**src/rtl/cu_sequencer_if.sv**
```systemverilog
// rtl/cu_sequencer_if.sv - memory, decoder and status bundle between sequencer and its environment
interface cu_sequencer_if;
    logic [31:0] mem_data;
    logic        mem_ready;
    logic        IR_load;
    logic [2:0]  NS;
    logic        status_load;
    logic [3:0]  alu_status;
    logic        fetch_req;
    logic        ir_valid;
    logic [10:0] opcode;
    logic [4:0]  SB;
    logic [4:0]  SA;
    logic [4:0]  DA;
    logic [11:0] imm;
    logic [3:0]  state;
    logic [3:0]  status;
    logic        pc_inc;
    logic        fault;

    modport master (
        input  mem_data, mem_ready, IR_load, NS, status_load, alu_status,
        output fetch_req, ir_valid, opcode, SB, SA, DA, imm, state, status, pc_inc, fault
    );

    modport slave (
        output mem_data, mem_ready, IR_load, NS, status_load, alu_status,
        input  fetch_req, ir_valid, opcode, SB, SA, DA, imm, state, status, pc_inc, fault
    );
endinterface

```
**src/rtl/cu_sequencer.sv**
```systemverilog
// rtl/cu_sequencer.sv - fetch/wait/exec sequencer with exec-cycle watchdog and status latch
module cu_sequencer #(
    parameter int EXEC_LIMIT = 15
) (
    input  logic         clock,
    input  logic         reset,
    cu_sequencer_if.master bus
);
    typedef enum logic [1:0] {S_FETCH, S_WAIT, S_EXEC, S_HALT} fsm_t;

    localparam logic [3:0] LIMIT = 4'(EXEC_LIMIT);

    fsm_t        cur, nxt;
    logic [31:0] ir;
    logic [3:0]  state_q;
    logic [3:0]  status_q;
    logic [3:0]  exec_cnt;
    logic        fault_q;

    always_ff @(posedge clock) begin
        if (reset) cur <= S_FETCH;
        else       cur <= nxt;
    end

    // Retirement wins over the watchdog when both land on the same cycle.
    always_comb begin
        nxt = cur;
        case (cur)
            S_FETCH: nxt = S_WAIT;
            S_WAIT:  if (bus.mem_ready) nxt = S_EXEC;
            S_EXEC: begin
                if (bus.IR_load)           nxt = S_FETCH;
                else if (exec_cnt == LIMIT) nxt = S_HALT;
            end
            S_HALT:  nxt = S_HALT;
            default: nxt = S_FETCH;
        endcase
    end

    always_ff @(posedge clock) begin
        if (reset) begin
            ir       <= '0;
            state_q  <= '0;
            status_q <= '0;
            exec_cnt <= '0;
            fault_q  <= 1'b0;
        end else begin
            case (cur)
                S_WAIT: begin
                    if (bus.mem_ready) begin
                        ir       <= bus.mem_data;
                        state_q  <= '0;
                        exec_cnt <= '0;
                    end
                end
                S_EXEC: begin
                    if (bus.status_load) status_q <= bus.alu_status;
                    if (bus.IR_load) begin
                        state_q <= '0;
                    end else begin
                        state_q  <= {1'b0, bus.NS};
                        exec_cnt <= exec_cnt + 4'd1;
                        if (exec_cnt == LIMIT) fault_q <= 1'b1;
                    end
                end
                default: ;
            endcase
        end
    end

    // Handshake outputs are decoded from the FSM and forced low while reset is held.
    assign bus.fetch_req = (cur == S_FETCH) && !reset;
    assign bus.ir_valid  = (cur == S_EXEC) && !reset;
    assign bus.pc_inc    = (cur == S_EXEC) && bus.IR_load && !reset;
    assign bus.fault     = fault_q;
    assign bus.state     = state_q;
    assign bus.status    = status_q;

    assign bus.opcode = ir[31:21];
    assign bus.SB     = ir[20:16];
    assign bus.SA     = ir[9:5];
    assign bus.DA     = ir[4:0];
    assign bus.imm    = ir[21:10];
endmodule

```
**src/flat_wrapper.sv**
```systemverilog
// flat-port wrapper written by rule: the top's interface ports become plain ports
module cu_sequencer_flat 
#(
    parameter int EXEC_LIMIT = 15
)
  (clock, reset, bus_mem_data, bus_mem_ready, bus_IR_load, bus_NS, bus_status_load, bus_alu_status, bus_fetch_req, bus_ir_valid, bus_opcode, bus_SB, bus_SA, bus_DA, bus_imm, bus_state, bus_status, bus_pc_inc, bus_fault);
  cu_sequencer_if bus_i ();
  input  logic clock;
  input  logic reset;
  input wire logic [$bits(bus_i.mem_data)-1:0] bus_mem_data;
  input wire logic [$bits(bus_i.mem_ready)-1:0] bus_mem_ready;
  input wire logic [$bits(bus_i.IR_load)-1:0] bus_IR_load;
  input wire logic [$bits(bus_i.NS)-1:0] bus_NS;
  input wire logic [$bits(bus_i.status_load)-1:0] bus_status_load;
  input wire logic [$bits(bus_i.alu_status)-1:0] bus_alu_status;
  output wire logic [$bits(bus_i.fetch_req)-1:0] bus_fetch_req;
  output wire logic [$bits(bus_i.ir_valid)-1:0] bus_ir_valid;
  output wire logic [$bits(bus_i.opcode)-1:0] bus_opcode;
  output wire logic [$bits(bus_i.SB)-1:0] bus_SB;
  output wire logic [$bits(bus_i.SA)-1:0] bus_SA;
  output wire logic [$bits(bus_i.DA)-1:0] bus_DA;
  output wire logic [$bits(bus_i.imm)-1:0] bus_imm;
  output wire logic [$bits(bus_i.state)-1:0] bus_state;
  output wire logic [$bits(bus_i.status)-1:0] bus_status;
  output wire logic [$bits(bus_i.pc_inc)-1:0] bus_pc_inc;
  output wire logic [$bits(bus_i.fault)-1:0] bus_fault;
  assign bus_i.mem_data = bus_mem_data;
  assign bus_i.mem_ready = bus_mem_ready;
  assign bus_i.IR_load = bus_IR_load;
  assign bus_i.NS = bus_NS;
  assign bus_i.status_load = bus_status_load;
  assign bus_i.alu_status = bus_alu_status;
  assign bus_fetch_req = bus_i.fetch_req;
  assign bus_ir_valid = bus_i.ir_valid;
  assign bus_opcode = bus_i.opcode;
  assign bus_SB = bus_i.SB;
  assign bus_SA = bus_i.SA;
  assign bus_DA = bus_i.DA;
  assign bus_imm = bus_i.imm;
  assign bus_state = bus_i.state;
  assign bus_status = bus_i.status;
  assign bus_pc_inc = bus_i.pc_inc;
  assign bus_fault = bus_i.fault;
  cu_sequencer #(.EXEC_LIMIT(EXEC_LIMIT)) u_core (.clock(clock), .reset(reset), .bus(bus_i));
endmodule
```
**config.mk**
```make
export PLATFORM = sky130hd
export DESIGN_NAME = cu_sequencer_flat
export DESIGN_NICKNAME = d
export VERILOG_FILES = /design/src/rtl/cu_sequencer_if.sv /design/src/rtl/cu_sequencer.sv /design/src/flat_wrapper.sv
export SDC_FILE = /design/constraint.sdc
export NUM_CORES = 1
export LEC_CHECK = 0
export CORE_ASPECT_RATIO = 0.5
export CORE_UTILIZATION = 35
export CTS_CLUSTER_DIAMETER = 200
export CTS_CLUSTER_SIZE = 16
export DETAILED_ROUTE_END_ITERATION = 8
export PLACE_DENSITY = 0.86
export SKIP_CTS_REPAIR_TIMING = 1
export SYNTH_ARGS = -nofsm -noshare
export SYNTH_HDL_FRONTEND = slang
export SYNTH_SLANG_ARGS = --single-unit
```
**constraint.sdc**
```tcl
create_clock -name clock -period 1.4 [get_ports clock]
set_clock_uncertainty 0.15 [all_clocks]
set_input_delay 0.28 -clock clock [delete_from_list [all_inputs] [get_ports clock]]
set_output_delay 0.28 -clock clock [all_outputs]
set_load 0.01 [all_outputs]
```
---- Yosys cells after proc, flatten, opt, wreduce, memory -nomap -nowiden ----
Cells that the tools add are included.
Widths: inputs -> output; s select.
cells by class
  add/sub/neg operators ................... 1
  equal/unequal tests ..................... 7
  mux-type cells .......................... 9
  bitwise gates (word level) .............. 1
  reduce and logical (&&, ||, !) cells .... 13
operator list
  kind                 number
  $pmux 4 s2           2
  $mux 4               2
  $pmux 2 s4           1
  $reduce_and 2->1     4
  $mux 2               3
  $reduce_and 3->1     2
  $add 4x1->4 const B  1
  $eq 2x2->1 const B   2
  $eq 4x4->1 const B   1
  $logic_and 1x1->1    4
  $ne 2x2->1 const B   2
  $mux 3               1
  $ne 3x2->1 const B   1
  $eq 2x1->1 const B   1
  $logic_not 2->1      1
  $reduce_bool 2->1    1
  $logic_not 1->1      1
  $not 1->1            1
storage, ports and cells
  register bits after elaboration ......... 47
  bits of input ports ..................... 44
  output and inout port bits .............. 50
  logic and storage cells ................. 37

---- Depth between registers and ports, before layout ----
  depth after elaboration ................. 4
  gate-level depth with buffers ........... 5
  depth with buffers taken out ............ 4

---- Least setup slack after synthesis ----
No wires, ideal clock.
  path kind ............................... register to output
  from .................................... reg u_core.cur[0]
  to ...................................... out bus_pc_inc
  data arrival time ....................... 973 ps
  required time ........................... 970 ps
  path slack .............................. -3 ps
  cell stages (with the launch flop) ...... 4
  path buffers ............................ 1
  cell sequence ........................... dfxtp_1 buf_4 nand2b_1 nor3_1
between the ends
  longest elaborated chain between the ends .. 3
ends and longest elaborated chain
  element                         line                source
  start: declaration              cu_sequencer.sv:13  fsm_t cur, nxt;
  start signal: assignment        cu_sequencer.sv:22  else cur <= nxt;
  $eq 2x2->1                      cu_sequencer.sv:74  assign bus.pc_inc = (cur == S_EXEC) && bus.IR_load && !reset;
  $logic_and 1x1->1 (2 in a row)  cu_sequencer.sv:74
  end: declaration                flat_wrapper.sv:25  output wire logic [$bits(bus_i.pc_inc)-1:0] bus_pc_inc;
No other way between the ends.

---- Final worst setup path ----
  from .................................... reg u_core.cur[1]
  to ...................................... reg u_core.ir[11]
between the ends
  longest elaborated chain between the ends .. 2
ends and longest elaborated chain
  element                     line                source
  $eq 2x1->1                  cu_sequencer.sv:48  case (cur)
  $reduce_and 2->1 (no line)  n/a
  end signal: assignment      cu_sequencer.sv:51  ir <= bus.mem_data;
  end: declaration            cu_sequencer.sv:14  logic [31:0] ir;
No other way between the ends.
A chain may end at the register's enable or synchronous reset.

==> summary.md <==
| Metric | Value |
|---|---|
| Post-synthesis sequential area ratio | 50.9% |
| Max Cap Viol | 0 |
| Synth Instances | 214 |
| Chip Height | 52.8 µm |
| Mapped cell area | 0.00181 mm² |
| Critical path cell sequence | buf_6 -> and3b_4 -> clkbuf_16 -> nand2_1 -> a21oi_1 |
| PD cells | 878 mW/mm² |
| Final ANT Viol Nets | 0 |
| First-pass GRT wire length | 7.50 mm |
| # fillers | 294 |
| Drt wl/cell | 17.9 µm |
| Crit path DAT | 1700 ps |
| Initial Utilization | 36.5% |
| CP startpoint kind | flop |
| Cell taking the most area after synthesis | dfxtp_1 |
| XOR/XNOR Fraction of Synth Area | 0.484% |
| CTS root buffer | clkbuf_8 |
| DRT Wirelength | 6.94 mm |
| Commonest non-fill, non-tap cells in the layout | 47 x dlymetal6s2s_1, 44 x dfxtp_1, 41 x clkdlybuf4s50_1 |
| Place WS | -553 ps |
| Routed vias/inst | 5.04 |
| CTS tree | yes |
| Met1 usage | 18.4% |
| Fin nets | 361 |
| Fin crit period | 1620 ps |
| Largest net degree at the start of global routing | 44 |
| VDD IR max | 0.000488 V |
| CP max stage delay | 410 ps |
| Fmax | 619 MHz |
| Count of buffer and inverter cells on the critical path | 2 |
| Placed instance count | 368 |
| Overflow after GRT | 0 |
| PortBufs | 92 |
| Max-slew violations | 0 |
| Drt pass-1 iters | 6 |
| GR Util met2 | 34.6% |
| M3 GR Usage | 4.22% |
| Final setup vio count | 43 |
| Buffer depth of the longest clock path | 2 |
| Layout Cells excl Fill | 387 |
| Crit path max-delay family | simple AND/OR/NAND/NOR gates |
| Initial drt markers | 84 |
| Slowest CP cell | and3b_4 |
| Synth Area in Simple Gates | 24.4% |
| Largest cells by area after synthesis | dfxtp_1 51%, nand2_1 14%, a21oi_1 10% |
| Yosys reg bits | 46 |
| Critical path startpoint | u_core.cur[1] |
| Setup tns final | -4660 ps |
| Hpwl dp | 3.46 mm |
| Cts bufs inserted | 5 |
| Post-DP Area | 0.00278 mm² |
| Antenna Cells | 0 |
| Final hold slack | 215 ps |
| Clk sinks | 46 |
| Vias in the first global route | 1702 |
| Routability cong. | 0.736 |
| Crit Path Max Fanout | 8 |
| Hold Fails Final Rpt | 0 |
| Initial antenna violation count | 0 |
| Row count | 18 |
| Cell variety after synth | 31 |
| Global Route Usage Sum | 17.4% |
| DR DRC count | 1 |
| Main combinational cell family by area after synthesis | simple AND/OR/NAND/NOR gates |
| Most common cell after layout, fill and taps aside | dlymetal6s2s_1 |
| Status | finished, violations left |
| Yosys top cell area share | 50.9% |
| Hold Crit Class | input pin to flop |
| # H-tree levels | 2 |
| Multiplexer share of the synthesized area | 2.84% |
| Syn_nets | 259 |
| Nature of the critical path endpoint | flop |
| Worst-margin pin slew | 642 ps |
| Worst path required time | 1490 ps |
| Final instance area | 0.00358 mm² |
| Failing checks | design-rule violations, negative setup slack |
| Slew margin rel. | 57.2% |
| Synthesis-to-finish area growth | 97.8% |
| Gr busiest metal | met2 |
| Clk_lat worst skew | 320 ps |
| Die width | 104 µm |
| Crit path kind | flop to flop |
| Syn. warnings | 0 |
| Unrepaired setup endpoints after global routing | yes |
| Worst reg2reg startpoint | u_core.cur[1] |
| Leakage power | 2.19 nW |
| Die area | 0.00547 mm² |
| Worst hold start | reset |
| Routed via count | 1950 |
| Worst Setup Slack, final | -217 ps |
| I/O pin count | 94 |
| Syn avg cell area | 8.45 µm² |
| Final Cycle Share | 115% |
| Synth Area in Adders | 0.692% |
| Core footprint | 0.00495 mm² |
| Synth Area in Compound Gates | 12.0% |
| Layout cells sized above 1 | 36.3% |
| Clock slew at reported path FFs | 90 ps |
==> sequential cells by signal, indices dropped and copies added (netlist names) <==
register / flops
u_core.bus.state: 3
u_core.bus.fault: 1
u_core.cur: 2
u_core.bus.status: 4
u_core.ir: 32
u_core.exec_cnt: 4
==> worst paths after layout <==
path	end	slack [ps]	cells past startpoint
min	u_core.cur[0]	220	3
max reg2reg	u_core.ir[11]	-220	5
min reg2reg	u_core.ir[10]	310	2
max	u_core.ir[11]	-220	5
==> metal layers <==
metal  vias up  wire length, µm  part of all wire [%]
li1        906                -                     -
met1       949             2640                    38
met2        71             3690                    53
met3        24              361                   5.2
met4         0              247                   3.6
met5         -                0                     0
==> cell usage after synthesis <==
library cell and instances:
a21oi_1 36, a31oi_1 3, and3b_1 1, and4bb_1 1
buf_1 1, buf_2 5, buf_4 12, buf_6 1
clkbuf_1 4, conb_1 1, dfxtp_1 46, ha_1 1
inv_1 2, mux2_1 1, mux2i_1 4, nand2_1 67
nand2b_1 1, nand3_1 1, nand3b_1 1, nand3b_2 1
nand4_1 2, nand4b_1 1, nor2_1 8, nor3_1 4
nor3b_1 1, nor3b_4 1, nor4bb_1 3, o21ai_0 1
o31ai_2 1, or3b_4 1, xnor2_1 1
==> per-stage QoR <==
| step | util (%) | total power, mW |
|---|---|---|
| finish | 72.2 | 3.14 |
| global route | 72.2 | 3.23 |
| CTS | 58.5 | 2.92 |
| detailed placement | 56.2 | 1.92 |
| global placement | 56.2 | 1.90 |
| floorplan | - | 1.64 |
==> report_power, final <==
group | leakage (nW) | internal [mW] | switching (mW)
Sequential | 0.375 | 1.36 | 0.0386
Clock | 0.0504 | 0.531 | 0.504
Combinational | 1.76 | 0.372 | 0.330
==> logic make-up (layout without fill, tap and decap cells) <==
kind of cell | count (synthesis) | in the layout
AOI/OAI and AO/OA | 41 | 41
xor gates and xnor gates | 1 | 1
muxes | 5 | 5
adders and majority gates | 1 | 1
and+or+nand+nor | 94 | 94
DFF | 46 | 46
buffers and inverters | 25 | 128
other | 1 | 1
==> worst min-delay path: stages <==
cell	delay (ps)
buf_2	170
buf_4	160
a21oi_1	40
==> area by class of cell <==
| class | instances | area, µm² | share of cell area [%] |
|---|---|---|---|
| Timing Repair Buffer | 118 | 1310 | 36.6 |
| Multi-Input combinational cell | 143 | 1130 | 31.7 |
| Sequential cell | 46 | 926 | 25.9 |
| Tap cell | 70 | 87.6 | 2.45 |
| Clock buffer | 5 | 68.8 | 1.92 |
| Clock inverter | 3 | 45.0 | 1.26 |
| Inverter | 2 | 7.51 | 0.210 |
Power figures use the tool's default switching activity.
